`src/rtl/lsu_pkg.sv`:
```
// Shared types and constants for the load/store unit: FSM states, RV32I
// access-size encodings, the default bus timeout and the legality/strobe rules.
package lsu_pkg;

    typedef enum logic [1:0] {
        ST_IDLE,
        ST_REQ,
        ST_WAIT,
        ST_DONE
    } lsu_state_t;

    localparam logic [2:0] F3_B  = 3'b000;
    localparam logic [2:0] F3_H  = 3'b001;
    localparam logic [2:0] F3_W  = 3'b010;
    localparam logic [2:0] F3_BU = 3'b100;
    localparam logic [2:0] F3_HU = 3'b101;

    localparam int LSU_TIMEOUT = 255;

    // Unsigned variants exist only for loads; halfwords and words must be naturally aligned.
    function automatic logic access_legal(input logic       is_load,
                                          input logic [2:0] f3,
                                          input logic [1:0] addr_lo);
        logic ok;
        case (f3)
            F3_B:    ok = 1'b1;
            F3_H:    ok = ~addr_lo[0];
            F3_W:    ok = (addr_lo == 2'b00);
            F3_BU:   ok = is_load;
            F3_HU:   ok = is_load & ~addr_lo[0];
            default: ok = 1'b0;
        endcase
        return ok;
    endfunction

    function automatic logic [3:0] store_strobe(input logic [2:0] f3,
                                                input logic [1:0] addr_lo);
        logic [3:0] strb;
        case (f3)
            F3_B:    strb = 4'b0001 << addr_lo;
            F3_H:    strb = 4'b0011 << addr_lo;
            default: strb = 4'b1111;
        endcase
        return strb;
    endfunction

endpackage

```
`src/rtl/lsu_load_align.sv`:
```
// Combinational load-data extraction: picks the addressed byte/halfword lane
// out of a bus word and sign- or zero-extends it according to funct3.
module lsu_load_align
    import lsu_pkg::*;
#(
    parameter int DATA_WIDTH = 32
) (
    input  logic [DATA_WIDTH-1:0] i_rdata,
    input  logic [1:0]            i_addr_lo,
    input  logic [2:0]            i_funct3,
    output logic [DATA_WIDTH-1:0] o_data
);

    logic [7:0]  w_lanes [4];
    logic [7:0]  w_byte;
    logic [15:0] w_half;

    genvar gi;
    generate
        for (gi = 0; gi < 4; gi++) begin : g_lane
            assign w_lanes[gi] = i_rdata[8*gi +: 8];
        end
    endgenerate

    assign w_byte = w_lanes[i_addr_lo];
    assign w_half = i_addr_lo[1] ? i_rdata[31:16] : i_rdata[15:0];

    always_comb begin
        o_data = i_rdata;
        case (i_funct3)
            F3_B:    o_data = {{(DATA_WIDTH-8){w_byte[7]}}, w_byte};
            F3_H:    o_data = {{(DATA_WIDTH-16){w_half[15]}}, w_half};
            F3_BU:   o_data = {{(DATA_WIDTH-8){1'b0}}, w_byte};
            F3_HU:   o_data = {{(DATA_WIDTH-16){1'b0}}, w_half};
            default: o_data = i_rdata;
        endcase
    end

endmodule

```
`src/rtl/mem_lsu.sv`:
```
// Memory-stage load/store unit: turns a pipeline load/store into a single
// request/grant/rvalid bus transaction, stalling the pipeline until it completes.
module mem_lsu
    import lsu_pkg::*;
#(
    parameter int DATA_WIDTH = 32,
    parameter int TIMEOUT    = LSU_TIMEOUT
) (
    input  logic                  clk,
    input  logic                  rst,
    input  logic                  valid_m,
    input  logic                  memread_m,
    input  logic                  memwrite_m,
    input  logic [2:0]            funct3_m,
    input  logic [DATA_WIDTH-1:0] addr_m,
    input  logic [DATA_WIDTH-1:0] wdata_m,
    output logic                  stall_m,
    output logic [DATA_WIDTH-1:0] readdata_m,
    output logic                  access_err,
    output logic                  bus_req,
    output logic                  bus_we,
    output logic [DATA_WIDTH-1:0] bus_addr,
    output logic [DATA_WIDTH-1:0] bus_wdata,
    output logic [3:0]            bus_wstrb,
    input  logic                  bus_gnt,
    input  logic                  bus_rvalid,
    input  logic [DATA_WIDTH-1:0] bus_rdata
);

    localparam int              CNT_W    = $clog2(TIMEOUT + 1);
    localparam logic [CNT_W-1:0] CNT_LAST = CNT_W'(TIMEOUT - 1);

    lsu_state_t            r_state;
    logic [CNT_W-1:0]      r_wait_cnt;
    logic                  r_bus_req;
    logic                  r_bus_we;
    logic [DATA_WIDTH-1:0] r_bus_addr;
    logic [DATA_WIDTH-1:0] r_bus_wdata;
    logic [3:0]            r_bus_wstrb;
    logic [DATA_WIDTH-1:0] r_readdata;
    logic                  r_access_err;
    logic [1:0]            r_lane;
    logic [2:0]            r_funct3;

    logic                  w_access;
    logic                  w_is_load;
    logic                  w_legal;
    logic [DATA_WIDTH-1:0] w_wdata_rep;
    logic [DATA_WIDTH-1:0] w_load_data;

    assign w_access  = valid_m & (memread_m | memwrite_m);
    assign w_is_load = memread_m;
    assign w_legal   = w_access & access_legal(w_is_load, funct3_m, addr_m[1:0]);

    // Each byte lane carries the store byte/halfword that would land there,
    // so the slave only needs the strobes to pick the right lanes.
    genvar gi;
    generate
        for (gi = 0; gi < 4; gi++) begin : g_wlane
            always_comb begin
                w_wdata_rep[8*gi +: 8] = wdata_m[8*gi +: 8];
                if (funct3_m == F3_B)
                    w_wdata_rep[8*gi +: 8] = wdata_m[7:0];
                else if (funct3_m == F3_H)
                    w_wdata_rep[8*gi +: 8] = wdata_m[8*(gi%2) +: 8];
            end
        end
    endgenerate

    lsu_load_align #(
        .DATA_WIDTH(DATA_WIDTH)
    ) u_load_align (
        .i_rdata   (bus_rdata),
        .i_addr_lo (r_lane),
        .i_funct3  (r_funct3),
        .o_data    (w_load_data)
    );

    // The IDLE term lets the pipeline freeze in the same cycle the access is seen.
    assign stall_m = ~rst & ((r_state == ST_REQ) | (r_state == ST_WAIT) |
                             ((r_state == ST_IDLE) & w_legal));

    assign bus_req    = r_bus_req;
    assign bus_we     = r_bus_we;
    assign bus_addr   = r_bus_addr;
    assign bus_wdata  = r_bus_wdata;
    assign bus_wstrb  = r_bus_wstrb;
    assign readdata_m = r_readdata;
    assign access_err = r_access_err;

    always_ff @(posedge clk) begin
        if (rst) begin
            r_state      <= ST_IDLE;
            r_wait_cnt   <= '0;
            r_bus_req    <= 1'b0;
            r_bus_we     <= 1'b0;
            r_bus_addr   <= '0;
            r_bus_wdata  <= '0;
            r_bus_wstrb  <= 4'b0000;
            r_readdata   <= '0;
            r_access_err <= 1'b0;
            r_lane       <= 2'b00;
            r_funct3     <= 3'b000;
        end else begin
            r_access_err <= 1'b0;
            case (r_state)
                ST_IDLE: begin
                    if (w_access && !w_legal) begin
                        r_access_err <= 1'b1;
                    end else if (w_legal) begin
                        r_state     <= ST_REQ;
                        r_wait_cnt  <= '0;
                        r_bus_req   <= 1'b1;
                        r_bus_we    <= ~w_is_load;
                        r_bus_addr  <= {addr_m[DATA_WIDTH-1:2], 2'b00};
                        r_bus_wdata <= w_wdata_rep;
                        r_bus_wstrb <= w_is_load ? 4'b0000 : store_strobe(funct3_m, addr_m[1:0]);
                        r_lane      <= addr_m[1:0];
                        r_funct3    <= funct3_m;
                    end
                end

                // Completion wins over timeout when both land in the same cycle.
                ST_REQ: begin
                    if (bus_gnt && r_bus_we) begin
                        r_bus_req <= 1'b0;
                        r_state   <= ST_DONE;
                    end else if (bus_gnt && bus_rvalid) begin
                        r_bus_req  <= 1'b0;
                        r_readdata <= w_load_data;
                        r_state    <= ST_DONE;
                    end else if (r_wait_cnt == CNT_LAST) begin
                        r_bus_req    <= 1'b0;
                        r_readdata   <= '0;
                        r_access_err <= 1'b1;
                        r_state      <= ST_DONE;
                    end else begin
                        r_wait_cnt <= r_wait_cnt + 1'b1;
                        if (bus_gnt) begin
                            r_bus_req <= 1'b0;
                            r_state   <= ST_WAIT;
                        end
                    end
                end

                ST_WAIT: begin
                    if (bus_rvalid) begin
                        r_readdata <= w_load_data;
                        r_state    <= ST_DONE;
                    end else if (r_wait_cnt == CNT_LAST) begin
                        r_readdata   <= '0;
                        r_access_err <= 1'b1;
                        r_state      <= ST_DONE;
                    end else begin
                        r_wait_cnt <= r_wait_cnt + 1'b1;
                    end
                end

                ST_DONE: begin
                    r_state <= ST_IDLE;
                end

                default: begin
                    r_state <= ST_IDLE;
                end
            endcase
        end
    end

endmodule

```
`config.mk`:
```
export PLATFORM = sky130hd
export DESIGN_NAME = mem_lsu
export DESIGN_NICKNAME = d
export VERILOG_FILES = /design/src/rtl/lsu_pkg.sv /design/src/rtl/lsu_load_align.sv /design/src/rtl/mem_lsu.sv
export SDC_FILE = /design/constraint.sdc
export NUM_CORES = 1
export LEC_CHECK = 0
export BUFFER_PORTS_ARGS = -buffer_cell sky130_fd_sc_hd__buf_2
export CAP_MARGIN = 5
export CORE_MARGIN = 2
export CORE_UTILIZATION = 45
export DETAILED_ROUTE_END_ITERATION = 6
export PLACE_DENSITY = 0.77
export SETUP_SLACK_MARGIN = 0.15
export SYNTH_ARGS = -nofsm -noshare
export SYNTH_HDL_FRONTEND = slang
export SYNTH_SLANG_ARGS = --single-unit
```
`constraint.sdc`:
```
create_clock -name clk -period 1.9 [get_ports clk]
set_input_delay 0.19 -clock clk [delete_from_list [all_inputs] [get_ports clk]]
set_output_delay 0.19 -clock clk [all_outputs]
set_load 0.01 [all_outputs]
```
==> summary.md <==
| Metric | Value |
|---|---|
| Max FO, Critical Path | 7 |
| Clk root buf | clkbuf_16 |
| TritonCTS Buffers | 17 |
| Die Y | about 110 um |
| Switching share of power | a little under a third |
| Initial antenna violation count | 0 |
| Final nets | between 1000 and 1500 |
| CP cell instances | inv_4 -> ha_2 -> a22o_1 -> a21oi_2 -> o211ai_4 -> or4_4 -> o22ai_2 |
| Worst setup slack after layout | approximately 0.054 ns |
| Final cell count without fillers | between 1000 and 1500 |
| DRC Markers | 0 |
| Clock power share | a little under two fifths |
| Clock buffer depth | 2 |
| Core Region | about 12000 um^2 |
| Initial DRT Pass Iterations | 5 |
| Critical Path Slowest Stage Cell | or4_4 |
| Via count | just over 6000 |
| DR iter-0 viols | approximately 600 |
| Reg clk slew, reported paths | ~0.050 ns |
| Detail Route Antenna Nets | 0 |
| FMAX | ~540 MHz |
| Area delta synth->final | 46.1% |
| Crit path capture type | flop |
| Mapped Cells | 715 |
| Switching power | 2.50 mW |
| EDFF count, synth | 0 |
| Final Hold Viols | 0 |
| WL/cell | 15.8 um |
| Hold WC Path Type | primary input to flop |
| Max-Cap Viols | 0 |
| Syn_area_per_cell | roughly 7.7 um^2 |
| # rows | 40 |
| Area leader, netlist | dfxtp_1 |
| Area contributors post-synth | dfxtp_1 (42%), nand2_1 (13%), a21oi_1 (9.6%) |
| Layout cell share with drive strength beyond 1 | 35.6% |
| Die area | between 10000 and 15000 um^2 |
| Critical path class | flop to flop |
| Boundary Pins | between 200 and 250 |
| Crit path largest cell delay | 0.45 ns |
| Final Cycle Share | a little over nine tenths |
| Pins Over Slew Limit | 0 |
| Pin count of the biggest net entering global routing | 51 |
| CTS tree | done |
| Worst Tran Pin Value | 0.674 ns |
| Synth warn | 0 |
| First-pass GRT wire length | roughly 27000 um |
| Power per cell area | 1030 nW/um^2 |
| WP data arrival | between 2 and 2.5 ns |
| Clock Sinks | ~120 |
| Vias per Instance | roughly 5.4 |
| Post-DP Area | 6960 um^2 |
| Port Buffers | approximately 210 |
| Combinational share of power | 28.6% |
| Most frequent cells in the layout | buf_2 (205), nand2_1 (193), dfxtp_1 (109), a21oi_1 (95), buf_4 (48) |
| Total global-route track usage | ~25% |
| R2R Setup Slk | 0.05 ns |
| Vias in the first global route | about 5600 |
| Antenna cells | 0 |
| Buf+Inv Stages, Crit Path | 1 |
| Final std cell area, no fill | 8080 um^2 |
| Data required, critical path | between 2 and 2.5 ns |
| Final setup fails | 0 |
| Power Internal | just under 6 mW |
| Congestion Overflow GR | 0 |
| Routed WL | between 15000 and 20000 um |
| Delay-heaviest family, CP | compound AO/OA/AOI/OAI gates |
| Clk_skew | 0.00603 ns |
| Setup WS pre-CTS | -0.136 ns |
| Die W | between 100 and 150 um |
| Top_reg_cell synth | dfxtp_1 |
| Most common cell after layout, fill and taps aside | buf_2 |
| Leakage power | 3.44 nW |
| RD Place Congestion | between 0.8 and 0.9 |
| Inst Count DP | around 1100 |
| Worst skew pair latency | approximately 0.42 ns |
| H-tree levels | 4 |
| RSZ-0062 raised after global routing | yes |
| Status | completed |
| Cell area after synthesis | ~5500 um^2 |
| Post-DP HPWL | between 10000 and 15000 um |
| Initial Utilization | between 40% and 50% |
| Top cell type's share of synthesized area | between 40% and 50% |
| Post-synthesis register bit count | between 100 and 150 |
| Post-synthesis cell type count | 50 |
| Seq/Total Area, Yosys | between 40% and 50% |
| Max_slew headroom | between 50% and 60% |
| Setup TNS | 0 ns |
| VDD IR max | 0.738 mV |
| Post-route minimum period | around 1.8 ns |
| Reg power frac | 33.6% |
| Nature of the critical path startpoint | flop |
| Async set-or-reset flop fraction in the synthesized netlist | 0% |
kinds of logic (layout without fill, tap and decap cells):
kind of cell | after synthesis | count (layout) | share of synthesized area (%)
DFF | 116 | 116 | 42.0
AOI/OAI and AO/OA | 220 | 220 | 24.8
adders and majority gates | 6 | 6 | 1.36
muxes | 28 | 28 | 5.11
and+or+nand+nor | 270 | 272 | 20.9
other | 1 | 2 | 0.0678
buffers and inverters | 74 | 336 | 5.75
cell type report:
class,count,area [um^2]
fillers,965,3930
repair buffers,288,1830
well taps,147,184
clock buffers,23,478
clock inverters,9,103
flip-flops and latches,116,2340
inverters,16,65.1
multi-input cells,528,3080
final timing paths:
check                                              start                          to  cells after the start
worst max-delay path             r_state[0]$_SDFFE_PP0P_  r_wait_cnt[7]$_SDFFE_PP0P_                      7
worst min-delay path                           addr_m[7]    bus_addr[7]$_SDFFE_PP0P_                      3
worst max register to register   r_state[0]$_SDFFE_PP0P_  r_wait_cnt[7]$_SDFFE_PP0P_                      7
worst min register to register  bus_addr[2]$_SDFFE_PP0P_    bus_addr[2]$_SDFFE_PP0P_                      2
routing by layer:
metal / routed length (um) / track usage (%) / up-vias
li1: - / - / 2987
met1: 7430 / 31.2 / 2834
met2: 8610 / 42.5 / 263
met3: 1360 / 6.48 / 33
met4: 351 / 10.3 / 0
met5: 0 / 0 / -
what timing repair did:
item	in CTS	in global routing
setup endpoints to repair	39	56
hold buffers	21	0
setup buffers	9	4
resized for setup	17	28
gates cloned	3	2
hold endpoints to repair	21	0
pin swaps	9	24
synth_stat cells, types with 3 or more instances:
master	number
a211o_1	7
a211oi_1	9
a21o_1	17
a21oi_1	106
a221oi_1	7
a22o_1	15
a311oi_1	10
a31oi_1	4
buf_2	11
buf_4	3
clkbuf_1	41
dfxtp_1	116
ha_1	6
inv_1	16
mux2i_1	26
nand2_1	194
nand3_1	9
nand3b_1	4
nor2_1	24
nor2b_1	5
nor3_1	4
o21ai_0	30
or2_2	5
or3_1	9
or4_1	5
per-stage QoR:
stage                     total power, mW  utilization [%]  hold WS, ns
final                                8.29             67.3       0.0140
after global routing                 8.67             67.3       0.0155
after CTS                            8.17             65.8    0.0000941
after detailed placement             4.79             58.0        0.435
after global placement               4.75             58.0        0.429
after floorplan                      4.08                -        0.286
state kept, by name (all words and copies together), names as in the netlist:
| name | cells |
|---|---|
| r_state | 2 |
| bus_wdata | 32 |
| bus_we | 1 |
| r_lane | 2 |
| bus_req | 1 |
| r_funct3 | 3 |
| access_err | 1 |
| r_wait_cnt | 8 |
| bus_wstrb | 4 |
| bus_addr | 30 |
| readdata_m | 32 |
power groups by stage:
stage	logic (mW)	registers [mW]	clock network (mW)
floorplan	1.18	2.91	0
global placement	1.93	2.82	0
detailed placement	1.96	2.83	0
CTS	2.22	2.78	3.17
global route	2.58	2.81	3.28
finish	2.37	2.79	3.13
tightest hold or removal path, stage by stage:
cell     delay (ns)
buf_2          0.09
nand2_1        0.04
a21oi_1        0.05
Power figures use the tool's default switching activity.
